===== src/rtl/csplit_pkg.sv =====
// Shared types and helpers for the 4-way split/copy sequencing controller.
package csplit_pkg;

  localparam int unsigned N_BRANCH = 4;

  typedef enum logic [1:0] {
    IDLE    = 2'd0,
    ISSUE   = 2'd1,
    WAIT    = 2'd2,
    RELEASE = 2'd3
  } state_e;

  // Timeout counter width; at least one bit so a disabled timeout still elaborates.
  function automatic int unsigned cnt_width(input int unsigned timeout_cycles);
    int unsigned w;
    w = $clog2(timeout_cycles + 1);
    return (w < 1) ? 1 : w;
  endfunction

endpackage


===== src/rtl/csplit_ack_tracker.sv =====
// Per-token branch mask and acknowledge bookkeeping for the split controller.
module csplit_ack_tracker
  import csplit_pkg::*;
(
  input  logic                clk,
  input  logic                rstn,
  input  logic                accept,
  input  logic                capture,
  input  logic [N_BRANCH-1:0] mask_in,
  input  logic [N_BRANCH-1:0] ack_in,
  output logic                all_acked_c,
  output logic                spurious_c
);

  logic [N_BRANCH-1:0] mask_r;
  logic [N_BRANCH-1:0] ack_r;
  logic [N_BRANCH-1:0] bad_c;

  always_ff @(posedge clk or negedge rstn) begin
    if (!rstn) begin
      mask_r <= '0;
      ack_r  <= '0;
    end else if (accept) begin
      mask_r <= mask_in;
      ack_r  <= '0;
    end else if (capture) begin
      ack_r <= ack_r | (ack_in & mask_r);
    end
  end

  // Includes acks arriving this cycle so completion is seen without an extra cycle.
  assign all_acked_c = ((ack_r | ack_in) & mask_r) == mask_r;

  // Outside the ISSUE/WAIT window every ack is unexpected.
  assign bad_c      = capture ? (ack_in & (~mask_r | ack_r)) : ack_in;
  assign spurious_c = |bad_c;

endmodule


===== src/rtl/csplit4_seq_ctrl.sv =====
// Sequencing controller: accepts a token, drives enabled branches, collects acks, frees upstream.
module csplit4_seq_ctrl
  import csplit_pkg::*;
#(
  parameter int unsigned DATA_WIDTHI    = 32,
  parameter int unsigned COPY           = 0,
  parameter int unsigned SPLITTER       = 1,
  parameter int unsigned DATA_WIDTHOUT0 = 5,
  parameter int unsigned DATA_WIDTHOUT1 = 10,
  parameter int unsigned DATA_WIDTHOUT2 = 3,
  parameter int unsigned DATA_WIDTHOUT3 = 2,
  parameter int unsigned TIMEOUT_CYCLES = 255
) (
  input  logic                                                  clk,
  input  logic                                                  rstn,
  input  logic                                                  i_drive,
  input  logic [DATA_WIDTHI-1:0]                                i_data,
  input  logic [N_BRANCH-1:0]                                   i_mask_4,
  input  logic [N_BRANCH-1:0]                                   i_freeNext_4,
  input  logic                                                  i_clr,
  output logic                                                  o_free,
  output logic [N_BRANCH-1:0]                                   o_driveNext_4,
  output logic [COPY*DATA_WIDTHI+SPLITTER*DATA_WIDTHOUT0-1:0]   o_data0,
  output logic [COPY*DATA_WIDTHI+SPLITTER*DATA_WIDTHOUT1-1:0]   o_data1,
  output logic [COPY*DATA_WIDTHI+SPLITTER*DATA_WIDTHOUT2-1:0]   o_data2,
  output logic [COPY*DATA_WIDTHI+SPLITTER*DATA_WIDTHOUT3-1:0]   o_data3,
  output logic                                                  o_busy,
  output logic                                                  o_timeout,
  output logic                                                  o_overrun,
  output logic                                                  o_spurious
);

  localparam int unsigned W0    = COPY*DATA_WIDTHI + SPLITTER*DATA_WIDTHOUT0;
  localparam int unsigned W1    = COPY*DATA_WIDTHI + SPLITTER*DATA_WIDTHOUT1;
  localparam int unsigned W2    = COPY*DATA_WIDTHI + SPLITTER*DATA_WIDTHOUT2;
  localparam int unsigned W3    = COPY*DATA_WIDTHI + SPLITTER*DATA_WIDTHOUT3;
  localparam int unsigned OFF1  = DATA_WIDTHI - DATA_WIDTHOUT0;
  localparam int unsigned OFF2  = OFF1 - DATA_WIDTHOUT1;
  localparam int unsigned OFF3  = OFF2 - DATA_WIDTHOUT2;
  localparam int unsigned CNT_W = cnt_width(TIMEOUT_CYCLES);
  localparam bit          TO_EN = (TIMEOUT_CYCLES != 0);
  localparam logic [CNT_W-1:0] CNT_LAST =
    CNT_W'((TIMEOUT_CYCLES == 0) ? 0 : TIMEOUT_CYCLES - 1);

  state_e               state_q, state_d;
  logic [CNT_W-1:0]     cnt_q, cnt_d;
  logic                 accept_c;
  logic                 capture_c;
  logic                 free_d;
  logic [N_BRANCH-1:0]  drive_d;
  logic                 timeout_set_c;
  logic                 overrun_set_c;
  logic                 all_acked_c;
  logic                 spurious_c;
  logic [W0-1:0]        slice0_c;
  logic [W1-1:0]        slice1_c;
  logic [W2-1:0]        slice2_c;
  logic [W3-1:0]        slice3_c;
  logic                 unused_data_c;

  // Branch payloads: full copy, or MSB-first consecutive slices.
  if (COPY != 0) begin : g_copy
    assign slice0_c = i_data;
    assign slice1_c = i_data;
    assign slice2_c = i_data;
    assign slice3_c = i_data;
  end else begin : g_split
    assign slice0_c = i_data[DATA_WIDTHI-1 -: W0];
    assign slice1_c = i_data[OFF1-1 -: W1];
    assign slice2_c = i_data[OFF2-1 -: W2];
    assign slice3_c = i_data[OFF3-1 -: W3];
  end

  // Low bits below the last slice are intentionally dropped.
  assign unused_data_c = ^i_data;

  assign capture_c     = (state_q == ISSUE) || (state_q == WAIT);
  assign overrun_set_c = i_drive && (state_q != IDLE);

  csplit_ack_tracker u_ack_tracker (
    .clk         (clk),
    .rstn        (rstn),
    .accept      (accept_c),
    .capture     (capture_c),
    .mask_in     (i_mask_4),
    .ack_in      (i_freeNext_4),
    .all_acked_c (all_acked_c),
    .spurious_c  (spurious_c)
  );

  always_comb begin
    state_d       = state_q;
    cnt_d         = '0;
    accept_c      = 1'b0;
    free_d        = 1'b0;
    drive_d       = '0;
    timeout_set_c = 1'b0;
    unique case (state_q)
      IDLE: begin
        if (i_drive) begin
          accept_c = 1'b1;
          drive_d  = i_mask_4;
          state_d  = ISSUE;
        end
      end
      ISSUE: begin
        state_d = WAIT;
      end
      WAIT: begin
        if (all_acked_c) begin
          free_d  = 1'b1;
          state_d = RELEASE;
        end else if (TO_EN && (cnt_q == CNT_LAST)) begin
          free_d        = 1'b1;
          timeout_set_c = 1'b1;
          state_d       = RELEASE;
        end else begin
          cnt_d = cnt_q + CNT_W'(1);
        end
      end
      RELEASE: begin
        state_d = IDLE;
      end
      default: begin
        state_d = IDLE;
      end
    endcase
  end

  always_ff @(posedge clk or negedge rstn) begin
    if (!rstn) begin
      state_q       <= IDLE;
      cnt_q         <= '0;
      o_free        <= 1'b0;
      o_driveNext_4 <= '0;
      o_busy        <= 1'b0;
      o_timeout     <= 1'b0;
      o_overrun     <= 1'b0;
      o_spurious    <= 1'b0;
    end else begin
      state_q       <= state_d;
      cnt_q         <= cnt_d;
      o_free        <= free_d;
      o_driveNext_4 <= drive_d;
      o_busy        <= (state_d != IDLE);
      // Sticky flags: a set in the same cycle as i_clr wins.
      o_timeout     <= timeout_set_c | (o_timeout  & ~i_clr);
      o_overrun     <= overrun_set_c | (o_overrun  & ~i_clr);
      o_spurious    <= spurious_c    | (o_spurious & ~i_clr);
    end
  end

  always_ff @(posedge clk or negedge rstn) begin
    if (!rstn) begin
      o_data0 <= '0;
      o_data1 <= '0;
      o_data2 <= '0;
      o_data3 <= '0;
    end else if (accept_c) begin
      o_data0 <= slice0_c;
      o_data1 <= slice1_c;
      o_data2 <= slice2_c;
      o_data3 <= slice3_c;
    end
  end

endmodule


===== config.mk =====
export PLATFORM = sky130hd
export DESIGN_NAME = csplit4_seq_ctrl
export DESIGN_NICKNAME = d
export VERILOG_FILES = /design/src/rtl/csplit_pkg.sv /design/src/rtl/csplit_ack_tracker.sv /design/src/rtl/csplit4_seq_ctrl.sv
export SDC_FILE = /design/constraint.sdc
export NUM_CORES = 1
export LEC_CHECK = 0
export CORE_MARGIN = 2
export CORE_UTILIZATION = 44
export CTS_CLUSTER_SIZE = 25
export DETAILED_ROUTE_END_ITERATION = 10
export PLACE_DENSITY = 0.8
export SYNTH_ARGS = -nofsm -noshare
export SYNTH_HDL_FRONTEND = slang
export SYNTH_HIERARCHICAL = 1
export SYNTH_SLANG_ARGS = --single-unit
export TNS_END_PERCENT = 1

===== constraint.sdc =====
create_clock -name clk -period 2.2 [get_ports clk]
set_clock_uncertainty 0.2 [all_clocks]
set_input_delay 0.44 -clock clk [delete_from_list [all_inputs] [get_ports clk]]
set_output_delay 0.44 -clock clk [all_outputs]
set_load 0.03 [all_outputs]

Word-level counts from Yosys, hierarchy flattened
Index checks and enable logic that the tools add are counted.
{"block": "classes", "addsub": 1, "eq_ne": 5, "n_mux": 19, "bitwise": 14, "n_reduce_logical": 7}
{"op": "8-bit 2-to-1 mux", "n": 3}
{"op": "4-bit 2-to-1 mux", "n": 5}
{"op": "4-bit AND", "n": 3}
{"op": "4-bit OR", "n": 3}
{"op": "8-bit by 1-bit adder with 8-bit output (second input constant)", "n": 1}
{"op": "8-bit == test (second input constant)", "n": 1}
{"op": "2-bit one-hot mux with 4 select lines", "n": 1}
{"op": "1-bit 2-to-1 mux", "n": 7}
{"op": "2-bit 2-to-1 mux", "n": 3}
{"op": "2-bit nonzero test", "n": 3}
{"op": "2-bit == test (second input constant)", "n": 2}
{"op": "4-bit == test", "n": 1}
{"op": "4-bit inverter", "n": 1}
{"op": "4-bit OR reduction", "n": 1}
{"op": "1-bit AND", "n": 3}
{"op": "1-bit OR", "n": 3}
{"op": "2-bit by 1-bit == test with 1-bit output (second input constant)", "n": 1}
{"op": "2-bit zero test", "n": 1}
{"op": "1-bit logical AND", "n": 1}
{"op": "1-bit logical OR", "n": 1}
{"op": "1-bit inverter", "n": 1}
{"block": "totals", "reg_bits": 47, "inputBits": 44, "out_inout_bits": 29, "word_cells": 60}

Depth between registers and ports, before layout
{"block": "depth", "word_depth": 6, "ltp_mapped": 8, "depth_no_buf": 6}

Cells and area by module
Netlist, hierarchy kept.
{"module": "csplit4_seq_ctrl", "instances": 1, "cells_per_inst": 118, "area_each_um2": 1569.0, "seq_area_each_um2": 975.9}
{"module": "csplit_ack_tracker", "instances": 1, "cells_per_inst": 37, "area_each_um2": 385.4, "seq_area_each_um2": 200.2}

Least setup slack after synthesis
No wires, ideal clock.
{"block": "synth_timing", "path_kind": "register -> register", "from": "register state_q[0]", "to": "register u_ack_tracker.mask_r[0]", "setup_time_ns": 0.125, "t_arrival_ns": 1.482, "required_time_ns": 1.875, "path_slack_ns": 0.393, "stages_incl_launch_ff": 9, "n_path_buf": 3, "synth_period_minus_slack_ns": 1.807, "path_cell_list": "dfrtp_1 > inv_1 > ha_1 > buf_4 > nand2_1 > buf_2 > inv_1 > buf_6 > mux2_2"}
{"block": "synth_between", "elab_chain_cells": 2}
{"item": "start, declared", "line_no": "csplit4_seq_ctrl.sv:45", "text": "state_e state_q, state_d;"}
{"item": "start signal, assigned", "line_no": "csplit4_seq_ctrl.sv:141", "text": "state_q <= state_d;"}
{"item": "2-bit zero test", "line_no": "csplit4_seq_ctrl.sv:98", "text": "unique case (state_q)"}
{"item": "1-bit 2-to-1 mux", "line_no": "csplit4_seq_ctrl.sv:98"}
{"item": "named net accept_c", "line_no": "csplit4_seq_ctrl.sv:47", "text": "logic accept_c;"}
{"item": "end signal, assigned", "line_no": "csplit_ack_tracker.sv:24", "text": "mask_r <= mask_in;"}
{"item": "end, declared", "line_no": "csplit_ack_tracker.sv:15", "text": "logic [N_BRANCH-1:0] mask_r;"}
The timed path passes the listed nets, and every way through them passes these cells.
A chain may end at the register's enable or synchronous reset.

Final worst setup path
{"block": "layout_timing", "from": "register o_overrun", "to": "output port o_overrun"}
{"item": "start, declared", "line_no": "csplit4_seq_ctrl.sv:29", "text": "output logic o_overrun,"}
{"item": "start signal, assigned", "line_no": "csplit4_seq_ctrl.sv:148", "text": "o_overrun <= overrun_set_c | (o_overrun & ~i_clr);"}
No word-level cell between the ends.

==> impl_metrics.py <==
metrics = {
    "status": {
        "status": "finished, final reports clean",
    },
    "pwr": {
        "clkPwrFrac": 0.135,
        "vdd_drop_max_mv": 0.700,
        "intPower_uw": 2270,
        "comb_power_share": 0.488,
        "p_leak_uw": 0.00119,
        "p_sw_uw": 1410,
        "seqPwrFrac": 0.377,
        "powerDensity_nw_per_um2": 1350,
        "switching_share": 0.384,
    },
    "synthesis": {
        "yosys.area.top_type": "dfrtp_1",
        "syn_area_um2": 1950,
        "synthArstFlopShare": 1.00,
        "netlist.area_leader.share": 0.602,
        "synth.most_common_cell": "dfrtp_1",
        "synth_edf_count": 0,
        "syn_inst": 155,
        "syn_avg_cell_area_um2": 12.6,
        "synth_flop_cell": "dfrtp_1",
        "yosysSeqAreaShare": 0.602,
        "ys_ff_latch": 47,
        "synthMuxAreaShare": 0.138,
        "yosys_warnings": 6,
        "synth_fa_ha_area_frac": 0.0256,
        "synthTopCellsByCount": "dfrtp_1, mux2_2, nor2_1",
        "synth_compound_area_frac": 0.0794,
        "synthSimpleGateAreaFrac": 0.113,
        "ys_top_cells_by_area": "dfrtp_1, mux2_2, nor2_1",
        "synth_cell_types": 35,
        "synth_xor_area_frac": 0.0134,
        "synth_fp_nets": 203,
        "synth_top_family_by_area": "multiplexers",
    },
    "worst_setup_path": {
        "critPathMaxStageDelay_ns": 0.68,
        "cp_num_buf_inv": 1,
        "reg2reg_setup_slack_ns": 0.34,
        "start_kind": "flip-flop",
        "crit_chain": "clkdlybuf4s50_1",
        "crit_arrival_ns": 1.35,
        "cp.required_ns": 1.56,
        "slowest_stage": "clkdlybuf4s50_1",
        "crit_type": "reg2out",
        "critPathMaxFanout": 2,
        "worst_setup_path_end_kind": "output port",
        "cpLargestDelayFamily": "buffers and inverters",
    },
    "timing": {
        "fin_crit_sh": 0.905,
        "setup_violations": 0,
        "min_period_ns": 1.99,
        "tns_ns": 0,
        "maxSlewHeadroom": 0.669,
        "worstMarginPinSlew_ns": 0.497,
        "fmax_mhz": 503,
        "drv_slew": 0,
        "timing_hold_violations_final": 0,
        "rsz0062_at_grt": "false",
    },
    "clock_network": {
        "clock-sinks": 47,
        "cts_made_buffers": 5,
        "cts_tree": "yes",
        "hold_buffers": 1,
        "clk_pin_slew_ns": 0.09,
        "htreeDepth": 2,
        "cts_buffer_depth": 2,
        "root_buffer": "clkbuf_8",
        "clk_latency_ns": 0.30,
        "cts_post_setup_buffers_inserted": 0,
        "post_cts_resized": 0,
    },
    "grt": {
        "gr-usage-met2": 0.260,
        "track_usage": 0.160,
        "grt_max_degree": 29,
        "grt.busiest_layer": "met2",
        "grt_pass1_vias": 1398,
        "grt_first_pass_wirelength_um": 6310,
        "grtUsageMet1": 0.209,
        "grt-ovfl-total": 0,
        "met3_usage": 0.0427,
        "antenna_found_initial": 0,
    },
    "layout": {
        "multi_input_area_um2": 722,
        "num_antenna_cells": 0,
        "fin_util": 0.630,
        "fill_cells": 368,
        "nets": 271,
        "areaGrowthSynthToFinish_pct": 39.4,
        "layout-drive-gt1-share": 0.188,
        "seq_area_um2": 1180,
    },
    "floorplanning": {
        "coreArea_um2": 4320,
        "start_util": 0.452,
        "die_area_um2": 4990,
        "rows": 24,
        "ioPinCount": 73,
        "die_height_um": 70.6,
        "die_w_um": 70.6,
    },
    "job": {
        "maxCapViolCount": 0,
    },
    "min_path": {
        "min_path_type": "reg2reg",
    },
    "detailed_routing": {
        "dr.pass1.iters": 4,
        "vias": 1377,
        "ant_nets": 0,
        "finalWirelength_um": 3800,
        "drcViolationCount": 0,
        "routed_via_density": 4.99,
        "drt_iter0_markers": 92,
        "wl_per_cell_um": 13.8,
    },
    "placed_design": {
        "portBuffers": 60,
        "place_congestion": 0.796,
        "post-dp-hpwl_um": 2700,
    },
}
-- layout by cell type, fill, tap and decap left out, types with 2 or more instances in the layout --
cell | synthesis | layout
a21oi_1 | 3 | 3
a22o_1 | 2 | 2
a31oi_1 | 5 | 5
and3_1 | 5 | 5
buf_4 | 1 | 4
clkbuf_8 | 0 | 5
clkdlybuf4s50_1 | 0 | 59
clkinv_2 | 0 | 3
dfrtp_1 | 47 | 47
ha_1 | 4 | 4
inv_1 | 6 | 6
mux2_2 | 24 | 24
nand2_1 | 11 | 11
nand3_1 | 2 | 2
nand3b_1 | 2 | 2
nor2_1 | 15 | 15
o21ai_1 | 3 | 3
or3_1 | 2 | 2
xor2_1 | 2 | 2
-- power groups by stage --
stage                     combinational [uW]  sequential, uW  clock (uW)
after floorplan                          693            1840           0
after global placement                  1770            1390           0
after detailed placement                1800            1410           0
after CTS                               1810            1390         521
after global routing                    1920            1440         547
final                                   1800            1390         496
-- worst paths after layout --
| kind | start | endpoint | depth (start not counted) |
|---|---|---|---|
| worst max-delay path | o_overrun | o_overrun | 1 |
| min in group asynchronous | rstn | o_free | 2 |
| max in group asynchronous | rstn | cnt_q[0] | 3 |
| worst max register to register | state_q[0] | o_spurious | 6 |
| worst min register to register | cnt_q[7] | cnt_q[7] | 1 |
| worst min-delay path | cnt_q[7] | cnt_q[7] | 1 |
-- flip-flops by register name, summed over array words and instances, names as in the netlist, 2 cells and up --
name / cells
cnt_q: 8
o_driveNext_4: 4
state_q: 2
o_data0: 5
u_ack_tracker/mask_r: 4
u_ack_tracker/ack_r: 4
o_data1: 10
o_data2: 3
o_data3: 2
-- cells by family (layout without fill, tap and decap cells) --
family	after synthesis	in the layout
compound gates	22	22
xor+xnor	3	3
fa+ha+maj	4	4
buf+inv	11	80
flops	47	47
mux	24	24
simple gates	44	44
-- layer usage --
metal,up-vias,wire length [um],share of wire
met5,-,0,0
met4,0,55,0.014
met3,6,235,0.062
met2,47,1810,0.48
met1,647,1690,0.45
li1,677,-,-
-- stage by stage --
| step | worst slack, ns | power [uW] | cell area (um^2) | hold slack [ns] | instances |
|---|---|---|---|---|---|
| 2_1_floorplan | 0.393 | 2530 | 1950 | -0.0556 | 155 |
| 3_3_place_gp | 0.0561 | 3160 | 2630 | 0.235 | 267 |
| 3_5_place_dp | 0.0282 | 3210 | 2630 | 0.234 | 267 |
| 4_1_cts | 0.190 | 3720 | 2730 | 0.296 | 276 |
| 5_1_grt | 0.167 | 3900 | 2730 | 0.304 | 276 |
| 6_report | 0.210 | 3680 | 2730 | 0.298 | 276 |
-- final cells by class --
| type | count | share of cell area |
|---|---|---|
| repair buffers | 66 | 0.241 |
| flip-flops and latches | 47 | 0.432 |
| inverters | 6 | 0.00826 |
| clock inverters | 3 | 0.00551 |
| multi-input cells | 97 | 0.265 |
| well taps | 52 | 0.0239 |
| clock buffers | 5 | 0.0253 |
Note: power is estimated with default switching activity, not from simulation.
